--- src/rtl/audio_sched_pkg.sv ---
// Shared types and defaults for the audio frame scheduler.
package audio_sched_pkg;

    typedef enum logic [1:0] {
        IDLE,
        PRESENT,
        ADVANCE,
        SETTLE
    } sched_state_t;

    localparam int TIMEOUT_CYCLES_DEF = 1024;

    function automatic int tmo_w(input int cycles);
        return $clog2(cycles);
    endfunction

    localparam int TMO_CNT_W_DEF = tmo_w(TIMEOUT_CYCLES_DEF);

endpackage

--- src/rtl/pos_edge_det.sv ---
// Rising-edge detector: one-cycle pulse when d goes 0 -> 1.
module pos_edge_det (
    input  logic clk,
    input  logic rst_n,
    input  logic d,
    output logic pulse
);

    logic d_q;
    logic d_d;

    always_comb d_d = d;

    always_ff @(posedge clk or negedge rst_n) begin
        if (!rst_n) d_q <= 1'b0;
        else        d_q <= d_d;
    end

    assign pulse = d & ~d_q;

endmodule

--- src/rtl/sat_counter.sv ---
// Up counter that sticks at all-ones instead of wrapping.
module sat_counter #(
    parameter int WIDTH = 16
) (
    input  logic             clk,
    input  logic             rst_n,
    input  logic             inc,
    input  logic             clr,
    output logic [WIDTH-1:0] count
);

    logic [WIDTH-1:0] count_q;
    logic [WIDTH-1:0] count_d;

    always_comb begin
        count_d = count_q;
        if (clr)
            count_d = '0;
        else if (inc && (count_q != '1))
            count_d = count_q + 1'b1;
    end

    always_ff @(posedge clk or negedge rst_n) begin
        if (!rst_n) count_q <= '0;
        else        count_q <= count_d;
    end

    assign count = count_q;

endmodule

--- src/rtl/audio_frame_sched.sv ---
// Presents FIFO frames to DSP consumers, collects acks, then
// advances the FIFO read pointer with a per-frame timeout.
module audio_frame_sched
    import audio_sched_pkg::*;
#(
    parameter int NUM_CONSUMERS  = 4,
    parameter int TIMEOUT_CYCLES = TIMEOUT_CYCLES_DEF,
    parameter int OVF_CNT_WIDTH  = 16
) (
    input  logic                     sys_clk,
    input  logic                     sys_rst_n,
    input  logic                     buf_ready,
    input  logic                     buf_full,
    input  logic                     buf_adv_read_enable,
    output logic                     buf_adv_read_req,
    input  logic [NUM_CONSUMERS-1:0] cons_enable,
    input  logic [NUM_CONSUMERS-1:0] cons_ack,
    output logic                     frame_valid,
    output logic [NUM_CONSUMERS-1:0] cons_pending,
    output logic                     timeout_evt,
    output logic [NUM_CONSUMERS-1:0] timeout_drop_mask,
    output logic [OVF_CNT_WIDTH-1:0] ovf_count,
    output logic                     busy
);

    localparam int TW = tmo_w(TIMEOUT_CYCLES);
    localparam logic [TW-1:0] TMO_LAST = TW'(TIMEOUT_CYCLES - 1);

    sched_state_t             state_q, state_d;
    logic [NUM_CONSUMERS-1:0] pending_q, pending_d;
    logic [NUM_CONSUMERS-1:0] drop_q, drop_d;
    logic [NUM_CONSUMERS-1:0] pend_nxt;
    logic [TW-1:0]            tmo_q, tmo_d;
    logic                     tmo_hit;
    logic                     evt_q, evt_d;
    logic                     req_q, req_d;
    logic                     valid_q, valid_d;
    logic                     busy_q, busy_d;
    logic                     full_rise;

    always_comb begin
        state_d   = state_q;
        pending_d = pending_q;
        drop_d    = drop_q;
        evt_d     = 1'b0;
        pend_nxt  = pending_q & ~cons_ack & cons_enable;
        tmo_hit   = (tmo_q == TMO_LAST);
        tmo_d     = tmo_hit ? tmo_q : tmo_q + 1'b1;

        unique case (state_q)
            IDLE: begin
                if (buf_ready && (cons_enable != '0)) begin
                    state_d   = PRESENT;
                    pending_d = cons_enable;
                end
            end
            PRESENT: begin
                // Final ack beats a coincident timeout.
                if (pend_nxt == '0) begin
                    state_d   = ADVANCE;
                    pending_d = '0;
                end else if (tmo_hit) begin
                    state_d   = ADVANCE;
                    evt_d     = 1'b1;
                    drop_d    = pending_q;
                    pending_d = '0;
                end else begin
                    pending_d = pend_nxt;
                end
            end
            ADVANCE: begin
                if (buf_adv_read_enable) begin
                    state_d = SETTLE;
                end else if (tmo_hit) begin
                    state_d = SETTLE;
                    evt_d   = 1'b1;
                    drop_d  = '0;
                end
            end
            SETTLE:  state_d = IDLE;
            default: state_d = IDLE;
        endcase

        if (state_d != state_q)
            tmo_d = '0;

        req_d   = (state_d == ADVANCE);
        valid_d = (state_d == PRESENT);
        busy_d  = (state_d != IDLE);
    end

    always_ff @(posedge sys_clk or negedge sys_rst_n) begin
        if (!sys_rst_n) begin
            state_q   <= IDLE;
            pending_q <= '0;
            drop_q    <= '0;
            tmo_q     <= '0;
            evt_q     <= 1'b0;
            req_q     <= 1'b0;
            valid_q   <= 1'b0;
            busy_q    <= 1'b0;
        end else begin
            state_q   <= state_d;
            pending_q <= pending_d;
            drop_q    <= drop_d;
            tmo_q     <= tmo_d;
            evt_q     <= evt_d;
            req_q     <= req_d;
            valid_q   <= valid_d;
            busy_q    <= busy_d;
        end
    end

    pos_edge_det u_full_edge (
        .clk   (sys_clk),
        .rst_n (sys_rst_n),
        .d     (buf_full),
        .pulse (full_rise)
    );

    sat_counter #(.WIDTH(OVF_CNT_WIDTH)) u_ovf_cnt (
        .clk   (sys_clk),
        .rst_n (sys_rst_n),
        .inc   (full_rise),
        .clr   (1'b0),
        .count (ovf_count)
    );

    assign buf_adv_read_req  = req_q;
    assign frame_valid       = valid_q;
    assign cons_pending      = pending_q;
    assign timeout_evt       = evt_q;
    assign timeout_drop_mask = drop_q;
    assign busy              = busy_q;

endmodule

--- config.mk ---
export PLATFORM = sky130hd
export DESIGN_NAME = audio_frame_sched
export DESIGN_NICKNAME = d
export VERILOG_FILES = /design/src/rtl/audio_sched_pkg.sv /design/src/rtl/pos_edge_det.sv /design/src/rtl/sat_counter.sv /design/src/rtl/audio_frame_sched.sv
export SDC_FILE = /design/constraint.sdc
export NUM_CORES = 1
export LEC_CHECK = 0
export BUFFER_PORTS_ARGS = -buffer_cell sky130_fd_sc_hd__buf_2
export CAP_MARGIN = 25
export CORE_MARGIN = 2
export CORE_UTILIZATION = 55
export DETAILED_ROUTE_END_ITERATION = 12
export PLACE_DENSITY_LB_ADDON = 0.1
export SLEW_MARGIN = 20
export SYNTH_ARGS = -nofsm -noshare
export SYNTH_HDL_FRONTEND = slang
export SYNTH_SLANG_ARGS = --single-unit
--- constraint.sdc ---
create_clock -name sys_clk -period 3.52 [get_ports sys_clk]
set_input_delay 0.528 -clock sys_clk [delete_from_list [all_inputs] [get_ports sys_clk]]
set_output_delay 0.528 -clock sys_clk [all_outputs]
set_load 0.03 [all_outputs]
After elaboration in Yosys (flattened, before gate mapping)
Index checks and enable logic that the tools add are counted.
- word-level logic and storage cells: 62
- input port bits: 13
- bits in registers: 41
- muxes and demuxes: 21
- reduce and logical (&&, ||, !) cells: 10
- eq/ne operators: 14
- bitwise gates (word level): 5
- add/sub/neg operators: 2
- operators by type and width (operator ; count):
    $mux W4 ; 7
    $mux W10 ; 2
    $add A16 B1 Y16 const B ; 1
    $ne A16 B16 Y1 const B ; 1
    $pmux W4 S2 ; 2
    $add A10 B1 Y10 const B ; 1
    $eq A10 B10 Y1 const B ; 1
    $mux W2 ; 5
    $ne A2 B2 Y1 const B ; 5
    $and A4 B4 Y4 ; 2
    $pmux W2 S4 ; 1
    $eq A2 B2 Y1 const B ; 3
    $reduce_bool A2 Y1 ; 3
    $reduce_and A5 Y1 ; 1
    $eq A2 B1 Y1 const B ; 2
    $logic_not A4 Y1 ; 1
    $not A4 Y4 ; 1
    $reduce_bool A4 Y1 ; 1
    $mux W1 ; 3
    $logic_and A1 B1 Y1 ; 2
    $logic_not A2 Y1 ; 1
    $ne A2 B1 Y1 const B ; 1
    $ne A2 B2 Y1 ; 1
    $pmux W1 S2 ; 1
    3 further kinds ; 3

Depth between registers and ports, before layout
Gate-level depths: netlist of run 1.
- depth after elaboration: 8
- gate-level depth with buffers: 8
- mapped depth without buffers: 7

Cells and area by module
A second synthesis of run 1 with hierarchy kept.
- cells, all modules: 244
- area, all modules: 2327.2 µm²
- by module, submodules not included (module ; times used ; area an instance (µm²) ; cells an instance):
    audio_frame_sched ; 1 ; 1346.3 ; 144
    sat_counter ; 1 ; 942.2 ; 98
    pos_edge_det ; 1 ; 38.8 ; 2

Least setup slack after synthesis of run 1
Ideal clock, no wire load.
- path type: register to register
- from: register state_q[0]
- to: register tmo_q[2]
- data required time: 3.439 ns
- path buffers: 1
- setup slack: 1.637 ns
- cell stages (with the launch flop): 9
- data arrival time: 1.802 ns
- library setup time: 0.081 ns
- path through: dfrtp_1 inv_1 ha_1 clkbuf_1 nor2b_1 a22o_1 o221ai_2 nand4_4 nor3_2
- cells in the longest elaborated chain, start to end: 5
- RTL lines (element ; line ; RTL):
    from (decl) ; audio_frame_sched.sv:29 ; sched_state_t state_q, state_d;
    from (signal assigned) ; audio_frame_sched.sv:103 ; state_q <= state_d;
    $mux W2 (on tied branches) ; audio_frame_sched.sv:74, audio_frame_sched.sv:62 ;
    $mux W2 (on tied branches) ; audio_frame_sched.sv:72, audio_frame_sched.sv:59 ;
    $pmux W2 S4 ; audio_frame_sched.sv:50 ; unique case (state_q)
    $ne A2 B2 Y1 (*) ; audio_frame_sched.sv:84 ; if (state_d != state_q)
    $ne A2 B1 Y1 (no line) / $mux W10 (equally long branches) ; -- ;
    to (signal assigned) ; audio_frame_sched.sv:106 ; tmo_q <= tmo_d;
    to (decl) ; audio_frame_sched.sv:33 ; logic [TW-1:0] tmo_q, tmo_d;
Every way passes the cells marked *; elsewhere a longest branch is shown, timed or not.
A chain may end at the register's enable or synchronous reset.

Final worst setup path of run 1
- from: register tmo_q[0]
- to: register busy_q, in the netlist busy
- cells in the longest elaborated chain, start to end: 5
- RTL lines (element ; line ; RTL):
    $eq A10 B10 Y1 (*) ; audio_frame_sched.sv:47 ; tmo_hit = (tmo_q == TMO_LAST);
    $mux W2 (on tied branches) ; audio_frame_sched.sv:74, audio_frame_sched.sv:62 ;
    $mux W2 (on tied branches) ; audio_frame_sched.sv:72, audio_frame_sched.sv:59 ;
    $pmux W2 S4 (*) ; audio_frame_sched.sv:50 ;
    $reduce_bool A2 Y1 (*) ; audio_frame_sched.sv:89 ; busy_d = (state_d != IDLE);
    net busy_d ; audio_frame_sched.sv:38 ; logic busy_q, busy_d;
    to (signal assigned) ; audio_frame_sched.sv:110 ; busy_q <= busy_d;
    to (decl) ; audio_frame_sched.sv:38 ;
Mark *: on every way through the listed nets, which the timed path passes. The rest lies on a longest branch.

==> results of run 1 <==
-- per-stage QoR --
stage / setup WS (ps) / hold WS, ps / instances / total power [mW]
finish: 1430 / 354 / 306 / 1.67
global route: 1220 / 361 / 306 / 1.81
CTS: 1390 / 357 / 306 / 1.68
detailed placement: 1370 / 482 / 300 / 1.41
global placement: 1400 / 483 / 300 / 1.39
floorplan: 1640 / 232 / 213 / 1.21
-- critical path, cell delays in order (launching register included) --
cell and delay [ps]:
dfrtp_1 410, ha_1 270, nand2_1 210, nor3_1 90
buf_4 190, o41ai_1 350, a21boi_0 350, nand2b_1 90
-- final timing paths --
| kind | cells past startpoint | end | from | slack [ps] |
|---|---|---|---|---|
| worst max-delay path | 7 | busy | tmo_q[0] | 1430 |
| worst min-delay path | 1 | cons_pending[0] | sys_rst_n | 350 |
| worst max register to register | 7 | busy | tmo_q[0] | 1430 |
| worst min register to register | 1 | u_ovf_cnt.count[15] | u_ovf_cnt.count[15] | 490 |
| max in group asynchronous | 1 | state_q[0] | sys_rst_n | 2610 |
| min in group sys_clk | 1 | u_full_edge.d_q | buf_full | 370 |
-- placed cells by master (no fill, tap or decap), types with 2 or more instances in the layout --
master	instances
and2_1	2
o41ai_1	3
nor4_1	2
buf_2	40
xor2_1	8
mux2i_1	2
a22o_1	3
nor2b_1	2
a21oi_1	7
o2bb2ai_1	4
nand3b_1	2
dfrtp_1	41
nand4_1	3
nor3_1	4
nor2_1	28
a31oi_1	3
inv_1	9
xnor2_1	8
nand3_1	14
and4_1	2
and3b_1	3
nor3_2	3
nand2b_1	5
ha_1	5
clkbuf_8	5
and3_1	5
nand2_1	17
nor3b_1	2
o21ai_0	8
-- cells by family (layout without fill, tap and decap cells) --
| kind of cell | after synthesis | count (layout) |
|---|---|---|
| buf+inv | 11 | 56 |
| flops | 41 | 41 |
| compound gates | 38 | 38 |
| simple gates | 99 | 99 |
| xor+xnor | 16 | 16 |
| mux | 3 | 3 |
| fa+ha+maj | 5 | 5 |
-- final cells by class --
| class | count | area share |
|---|---|---|
| Multi-Input combinational cell | 161 | 0.432 |
| Sequential cell | 41 | 0.416 |
| Timing Repair Buffer | 41 | 0.0842 |
| Clock buffer | 5 | 0.0279 |
| Tap cell | 48 | 0.0243 |
| Inverter | 9 | 0.0137 |
| Clock inverter | 1 | 0.00203 |
-- registers in the layout (all words and copies together) (netlist names) --
name and flops:
u_ovf_cnt.count 16, tmo_q 10, cons_pending 4, timeout_drop_mask 4, state_q 2, buf_adv_read_req 1
busy 1, frame_valid 1, timeout_evt 1, u_full_edge.d_q 1
-- layer usage --
layer  vias to the layer above  part of all wire  GRT usage
met3                         2             0.042     0.0460
met2                        43              0.50      0.361
li1                        855                 -          -
met4                         0            0.0051     0.0918
met1                       836              0.46      0.288
met5                         -                 0          0
-- power groups by stage --
stage	combinational, mW	sequential [mW]	clock, mW
2_1_floorplan	0.410	0.802	0
3_3_place_gp	0.715	0.679	0
3_5_place_dp	0.724	0.682	0
4_1_cts	0.726	0.673	0.286
5_1_grt	0.813	0.690	0.303
6_report	0.721	0.675	0.271
==> metrics.cfg, run 1 <==
[yosys]
ys_top_cells_by_count = dfrtp_1 (41), nor2_1 (28), nand2_1 (17), nand3_1 (14), inv_1 (9)
async_flop_share = 1.00
syn_inst = 213
synthAdderAreaFrac = 0.0293
muxShareOfSynthArea = 0.0147
synthTopCellsByArea = dfrtp_1 (48%), nor2_1 (4.9%), nand3_1 (3.3%), xnor2_1 (3.3%), xor2_1 (3.3%)
synth_edf_count = 0
yosysMostFrequentCell = dfrtp_1
ys_seq_area_frac = 0.481
yosys.area_share.simple = 0.253
synth_top_family_by_area = simple AND/OR/NAND/NOR gates
synth_fp_nets = 231
yosysTopAreaCellShare = 0.481
ys_types = 45
synth-compound-area-share = 0.137
yosys_register_bits = 41
synthFlopType = dfrtp_1
postSynthAreaPerCell_um2 = 10.0
yosysWarnings = 0
synthesis.area_mm2 = 0.00213
synth_xor_area_frac = 0.0657
synth_area_leader_cell = dfrtp_1

[grt]
overflow = 0
grt_start_max_net_pins = 42
gr-usage-all-layers = 0.222
grt_pass1_wl_um = 7410
grt_pass1_vias = 1663
antenna_found_initial = 0

[clock_tree]
cts_tree = built
clockBufferDepth = 2
postCtsResizedCells = 0
hold_buffers = 0
cts_root_buf = clkbuf_8
htree_levels = 2
numCtsBuffers = 5
cts_setup_buffers = 0
clkTransAtPathRegs_ps = 70
cts_sinks = 41
clk_latency_ps = 290

[placed_design]
hpwl_um = 3200
io_buffers = 40
place_congestion = 0.941
dpl-instance-area_mm2 = 0.00239

[floorplan]
die_width_um = 66.3
rows = 22
ios = 41
dieArea_mm2 = 0.00440
start_util = 0.579
die_h_um = 66.3
core_mm2 = 0.00369

[cells_and_area]
num-fill-cells = 320
num-nets-final = 277
drive_gt1_frac = 0.225
stdcell_area_mm2 = 0.00247
regArea_mm2 = 0.00103
multi_input_area_mm2 = 0.00107
antenna_cells = 0
final_util = 0.669
syn_to_final_growth_pct = 15.6

[min_path]
hold_class = input port to async pin

[route]
vias = 1736
wl_per_cell_um = 14.2
drt_iter0_drc = 109
drt-vias-per-instance = 5.67
postRouteAntennaNets = 0
drc = 0
wl_um = 4350
dr.pass1.iters = 4

[sta]
worst_slew_pin_slew_ps = 875
fin_crit_sh = 0.593
hold_viol = 0
fin_skew_ps = 4.82
rsz0062_at_grt = no
slew_violations = 0
finalSetupViolations = 0
achievable-frequency_ghz = 0.479
setup_tns_ps = 0
period_minus_slack_ps = 2090
slew_headroom = 0.416

[power]
pwr-share-clk = 0.163
combinationalPowerShare = 0.432
internal-power_mw = 0.953
irDropWorstVdd_uv = 422
p_sw_frac = 0.428
powerDensity_mw_per_mm2 = 676
switching_power_mw = 0.714
p_leak_nw = 1.18
p_seq_frac = 0.405

[setup_path]
crit_type = flip-flop to flip-flop
end_kind = flip-flop
cp.arrival_ps = 2250
required_ps = 3680
cp-start-kind = flip-flop
cp_max_fo = 11

[flow_run]
drv_cap = 0

[status]
outcome = finished clean

No activity file was read; power rests on OpenSTA's default activity.
==> run 2: changes to the inputs <==
==> constraint.sdc (replaced) <==
create_clock -name sys_clk -period 2.1 [get_ports sys_clk]
set_input_delay 0.315 -clock sys_clk [delete_from_list [all_inputs] [get_ports sys_clk]]
set_output_delay 0.315 -clock sys_clk [all_outputs]
set_load 0.03 [all_outputs]
==> metrics.cfg, run 2 (synthesis results as in run 1) <==
[setup_path]
crit_type = flip-flop to flip-flop  ; unchanged
critPathSlowestCell = dfrtp_2  ; was dfrtp_1
endpoint = tmo_q[2]  ; was busy
cp_max_fo = 8  ; was 11
worstPathCellList = inv_1, ha_1, and2_1, a22o_1, o221ai_4, nand4_4, nor3_2  ; was ha_1, nand2_1, nor3_1, buf_4, o41ai_1, a21boi_0, nand2b_1
required_ps = 2310  ; was 3680 ps
rr_worst_depth = 7  ; unchanged
crit_start = state_q[0]  ; was tmo_q[0]
cp.arrival_ps = 2170  ; was 2250 ps
regToRegEndpoint = tmo_q[2]  ; was busy
r2r_slack_ps = 150  ; was 1430 ps
r2r_start = state_q[0]  ; was tmo_q[0]
crit_family = simple AND/OR/NAND/NOR gates  ; was compound AO/OA/AOI/OAI gates
path_buf_inv = 1  ; unchanged
critical_path_cell_count = 7  ; unchanged
cp-start-kind = flip-flop  ; unchanged
end_kind = flip-flop  ; unchanged
max_stage_delay_ps = 440  ; was 410 ps

[floorplan]
ios = 41  ; unchanged
die_h_um = 66.3  ; unchanged
start_util = 0.579  ; unchanged
dieArea_mm2 = 0.00440  ; unchanged
core_mm2 = 0.00369  ; unchanged
die_width_um = 66.3  ; unchanged
rows = 22  ; unchanged

[power]
pwr-share-clk = 0.210  ; was 0.163
internal-power_mw = 1.82  ; was 0.953 mW
finalPower_mw = 3.07  ; was 1.67 mW
p_leak_nw = 1.23  ; was 1.18 nW
p_seq_frac = 0.368  ; was 0.405
irDropWorstVdd_uv = 641  ; was 422 uV
p_sw_frac = 0.408  ; was 0.428
combinationalPowerShare = 0.422  ; was 0.432
switching_power_mw = 1.25  ; was 0.714 mW
powerDensity_mw_per_mm2 = 1190  ; was 676 mW/mm2

[status]
outcome = finished clean  ; unchanged

[sta]
finalSetupViolations = 0  ; unchanged
slew_headroom = 0.577  ; was 0.416
rsz0062_at_grt = no  ; unchanged
worst_slew_pin_slew_ps = 630  ; was 875 ps
achievable-frequency_ghz = 0.512  ; was 0.479 GHz
hold_viol = 0  ; unchanged
fin_crit_sh = 0.931  ; was 0.593
setup_tns_ps = 0  ; unchanged
period_minus_slack_ps = 1950  ; was 2090 ps
slew_violations = 0  ; unchanged
fin_skew_ps = 7.29  ; was 4.82 ps

[grt]
gr-usage-all-layers = 0.217  ; was 0.222
overflow = 0  ; unchanged
grt_start_max_net_pins = 42  ; unchanged
grt_pass1_vias = 1619  ; was 1663
grt_pass1_wl_um = 7250  ; was 7410 um
busiest_layer = met2  ; unchanged
grt_util_met1 = 0.297  ; was 0.288
antenna_found_initial = 0  ; unchanged
use_met3 = 0.0716  ; was 0.0460
met2_usage = 0.330  ; was 0.361

[clock_tree]
cts_tree = built  ; unchanged
htree_levels = 2  ; unchanged
numCtsBuffers = 5  ; unchanged
clkTransAtPathRegs_ps = 70  ; about the same
cts_sinks = 41  ; unchanged
clk_latency_ps = 290  ; about the same
cts_root_buf = clkbuf_8  ; unchanged
cts_setup_buffers = 0  ; unchanged
clockBufferDepth = 2  ; unchanged
postCtsResizedCells = 0  ; unchanged
hold_buffers = 0  ; unchanged

[route]
drt-vias-per-instance = 5.61  ; was 5.67
wl_um = 4350  ; about the same
dr.pass1.iters = 4  ; unchanged
vias = 1768  ; was 1736
drc = 0  ; unchanged
wl_per_cell_um = 13.8  ; was 14.2 um
postRouteAntennaNets = 0  ; unchanged
drt_iter0_drc = 95  ; was 109

[cells_and_area]
mostFrequentLayoutCell = buf_2  ; was dfrtp_1
layout_common_cells = buf_2 (40), dfrtp_1 (39), nor2_1 (28)  ; was dfrtp_1 (41), buf_2 (40), nor2_1 (28)
num-nets-final = 284  ; was 277
drive_gt1_frac = 0.262  ; was 0.225
num-fill-cells = 298  ; was 320
multi_input_area_mm2 = 0.00109  ; was 0.00107 mm2
regArea_mm2 = 0.00103  ; about the same
antenna_cells = 0  ; unchanged
largest_reg_flops = 16  ; unchanged
syn_to_final_growth_pct = 21.2  ; was 15.6%

[flow_run]
drv_cap = 0  ; unchanged

[placed_design]
place_congestion = 0.874  ; was 0.941
io_buffers = 40  ; unchanged
hpwl_um = 3110  ; was 3200 um

[min_path]
hold_class = input port to async pin  ; unchanged

[run 2: cell count changes in the layout (fill, tap and decap cells not counted), moves of 2 or more]
cell	delta
buf_4	+6
ha_2	+2
dfrtp_1	-2
ha_1	-2
dfrtp_2	+2
[run 2: per-layer routing]
layer	wire length, um	share of wire	vias up
li1	-	-	874
met1	2120	0.49	846
met2	1970	0.45	41
met3	196	0.045	7
met4	62	0.014	0
met5	0	0	-
[run 2: worst min-delay path by stage]
stage / end / from / slack, ps
after global placement: cons_pending[0] / sys_rst_n / 410
after global routing: u_ovf_cnt.count[7] / sys_rst_n / 140
after CTS: u_ovf_cnt.count[7] / sys_rst_n / 100
final: cons_pending[0] / sys_rst_n / 80
after floorplan: buf_adv_read_req / sys_rst_n / 20
after detailed placement: cons_pending[0] / sys_rst_n / 410
[run 2: through the flow]
stage | cells | area (um2) | setup WS [ps] | utilization | hold slack [ps]
after global routing | 315 | 2590 | 8.38 | 0.701 | 136
after global placement | 306 | 2440 | 153 | 0.661 | 408
after detailed placement | 306 | 2440 | 96.7 | 0.661 | 411
after floorplan | 213 | 2130 | 217 | - | 19.4
after CTS | 314 | 2550 | 81.0 | 0.693 | 96.7
final | 315 | 2590 | 146 | 0.701 | 78.4
[run 2: final cells by class]
type / count / share of cell area
Inverter: 9 / 0.0131
Clock inverter: 1 / 0.0116
Timing Repair Buffer: 47 / 0.0977
Clock buffer: 7 / 0.0334
Tap cell: 48 / 0.0232
Multi-Input combinational cell: 162 / 0.423
Sequential cell: 41 / 0.398
[run 2: power groups by stage]
stage / clock network (mW) / registers (mW) / logic (mW)
6_report: 0.645 / 1.13 / 1.30
3_3_place_gp: 0 / 1.14 / 1.22
3_5_place_dp: 0 / 1.14 / 1.23
4_1_cts: 0.660 / 1.13 / 1.24
5_1_grt: 0.697 / 1.16 / 1.44
2_1_floorplan: 0 / 1.34 / 0.687
==> run 3: changes to the inputs <==
--- a/config.mk
+++ b/config.mk
@@ -5,11 +5,11 @@
 export SDC_FILE = /design/constraint.sdc
 export NUM_CORES = 1
 export LEC_CHECK = 0
-export BUFFER_PORTS_ARGS = -buffer_cell sky130_fd_sc_hd__buf_2
 export CAP_MARGIN = 25
 export CORE_MARGIN = 2
 export CORE_UTILIZATION = 55
 export DETAILED_ROUTE_END_ITERATION = 12
+export DONT_BUFFER_PORTS = 1
 export PLACE_DENSITY_LB_ADDON = 0.1
 export SLEW_MARGIN = 20
 export SYNTH_ARGS = -nofsm -noshare
==> constraint.sdc (replaced) <==
create_clock -name sys_clk -period 2.34 [get_ports sys_clk]
set_input_delay 0.351 -clock sys_clk [delete_from_list [all_inputs] [get_ports sys_clk]]
set_output_delay 0.351 -clock sys_clk [all_outputs]
set_load 0.03 [all_outputs]
==> metrics.cfg, run 3 (synthesis results as in run 1) <==
[clock_tree]
cts_sinks = 41  ; unchanged
htree_levels = 2  ; unchanged
cts_tree = built  ; unchanged
numCtsBuffers = 5  ; unchanged
clockBufferDepth = 2  ; unchanged
clkTransAtPathRegs_ps = 70  ; about the same
clk_latency_ps = 290  ; about the same
cts_root_buf = clkbuf_8  ; unchanged

[setup_path]
cp.arrival_ps = 2320  ; was 2170 ps
worstPathCellList = ha_1, nand2_1, nor3_1, buf_4, o41ai_1, a21boi_0, nand2b_1  ; was inv_1, ha_1, and2_1, a22o_1, o221ai_4, nand4_4, nor3_2
critPathSlowestCell = dfrtp_1  ; was dfrtp_2
cp-start-kind = flip-flop  ; unchanged
max_stage_delay_ps = 420  ; was 440 ps
crit_family = compound AO/OA/AOI/OAI gates  ; was simple AND/OR/NAND/NOR gates
required_ps = 2500  ; was 2310 ps
path_buf_inv = 1  ; unchanged
crit_type = flip-flop to flip-flop  ; unchanged
cp_max_fo = 11  ; was 8
end_kind = flip-flop  ; unchanged

[status]
outcome = finished clean  ; unchanged

[route]
drt_iter0_drc = 88  ; was 95
wl_per_cell_um = 15.4  ; was 13.8 um
wl_um = 4200  ; was 4350 um
dr.pass1.iters = 5  ; was 4
drc = 0  ; unchanged
postRouteAntennaNets = 0  ; unchanged
vias = 1650  ; was 1768
drt-vias-per-instance = 6.04  ; was 5.61

[power]
irDropWorstVdd_uv = 596  ; was 641 uV
powerDensity_mw_per_mm2 = 1100  ; was 1190 mW/mm2
p_leak_nw = 1.04  ; was 1.23 nW

[floorplan]
start_util = 0.579  ; unchanged
core_mm2 = 0.00369  ; unchanged
die_h_um = 66.3  ; unchanged
rows = 22  ; unchanged
die_width_um = 66.3  ; unchanged
ios = 41  ; unchanged
dieArea_mm2 = 0.00440  ; unchanged

[grt]
antenna_found_initial = 0  ; unchanged
gr-usage-all-layers = 0.211  ; was 0.217
overflow = 0  ; unchanged
grt_start_max_net_pins = 42  ; unchanged
grt_pass1_wl_um = 6990  ; was 7250 um
grt_pass1_vias = 1598  ; was 1619

[sta]
slew_headroom = 0.512  ; was 0.577
hold_viol = 0  ; unchanged
slew_violations = 0  ; unchanged
period_minus_slack_ps = 2160  ; was 1950 ps
achievable-frequency_ghz = 0.464  ; was 0.512 GHz
fin_crit_sh = 0.922  ; was 0.931
finalSetupViolations = 0  ; unchanged
worst_slew_pin_slew_ps = 726  ; was 630 ps
fin_skew_ps = 4.91  ; was 7.29 ps
rsz0062_at_grt = no  ; unchanged
setup_tns_ps = 0  ; unchanged

[cells_and_area]
drive_gt1_frac = 0.102  ; was 0.262
final_util = 0.640  ; was 0.701
largest_reg_flops = 16  ; unchanged
num-nets-final = 242  ; was 284
antenna_cells = 0  ; unchanged
syn_to_final_growth_pct = 10.7  ; was 21.2%
layout_common_cells = dfrtp_1 (41), nor2_1 (28), nand2_1 (17)  ; was buf_2 (40), dfrtp_1 (39), nor2_1 (28)
mostFrequentLayoutCell = dfrtp_1  ; was buf_2

[placed_design]
io_buffers = 0  ; was 40
place_congestion = 0.903  ; was 0.874
hpwl_um = 3120  ; was 3110 um

[flow_run]
drv_cap = 0  ; unchanged

[min_path]
hold_class = input port to flip-flop  ; was input port to async pin

run 3: changes by cell type in the layout (fill, tap and decap cells not counted), sizes merged:
cell,delta
buf,-42
dlygate4sd3,+1
nand4,-1
run 3: area by class of cell:
| cell class | instances | area [um2] |
|---|---|---|
| Fill cell | 291 | 1330 |
| Multi-Input combinational cell | 161 | 1070 |
| Sequential cell | 41 | 1030 |
| Clock buffer | 7 | 86.3 |
| Timing Repair Buffer | 6 | 60.1 |
| Tap cell | 48 | 60.1 |
| Inverter | 9 | 33.8 |
| Clock inverter | 1 | 30.0 |
run 3: per-stage QoR:
step | hold WS, ps | cells | instance area (um2) | setup WS, ps | total power, mW
6_report | 86.5 | 273 | 2360 | 183 | 2.61
5_1_grt | 64.7 | 273 | 2360 | 75.8 | 2.79
4_1_cts | 79.3 | 273 | 2360 | 202 | 2.63
3_5_place_dp | 56.3 | 263 | 2220 | 226 | 2.03
3_3_place_gp | 56.2 | 263 | 2220 | 262 | 1.99
2_1_floorplan | 55.4 | 213 | 2130 | 457 | 1.82
run 3: timing repair:
item | CTS | global route
gates resized for setup | 0 | 0
hold buffers | 2 | 0
endpoints found under the hold margin | 41 | 0
setup buffers | 0 | 0
run 3: final timing paths:
kind / start / endpoint / slack (ps) / cells past startpoint
worst max register to register: tmo_q[0] / busy / 180 / 7
min in group asynchronous: sys_rst_n / u_ovf_cnt.count[9] / 550 / 2
worst min-delay path: buf_full / u_full_edge.d_q / 90 / 0
worst min register to register: tmo_q[6] / tmo_q[6] / 550 / 2
max in group asynchronous: sys_rst_n / timeout_evt / 1590 / 2
worst max-delay path: tmo_q[0] / busy / 180 / 7
run 3: layer usage:
| layer | GRT usage | wire length (um) |
|---|---|---|
| met1 | 0.255 | 1840 |
| met4 | 0.0765 | 45 |
| met3 | 0.0767 | 256 |
| met5 | 0 | 0 |
| met2 | 0.345 | 2050 |
run 3: power breakdown:
group / internal, mW / switching (mW)
logic: 0.332 / 0.487
clock network: 0.348 / 0.233
registers: 0.854 / 0.354
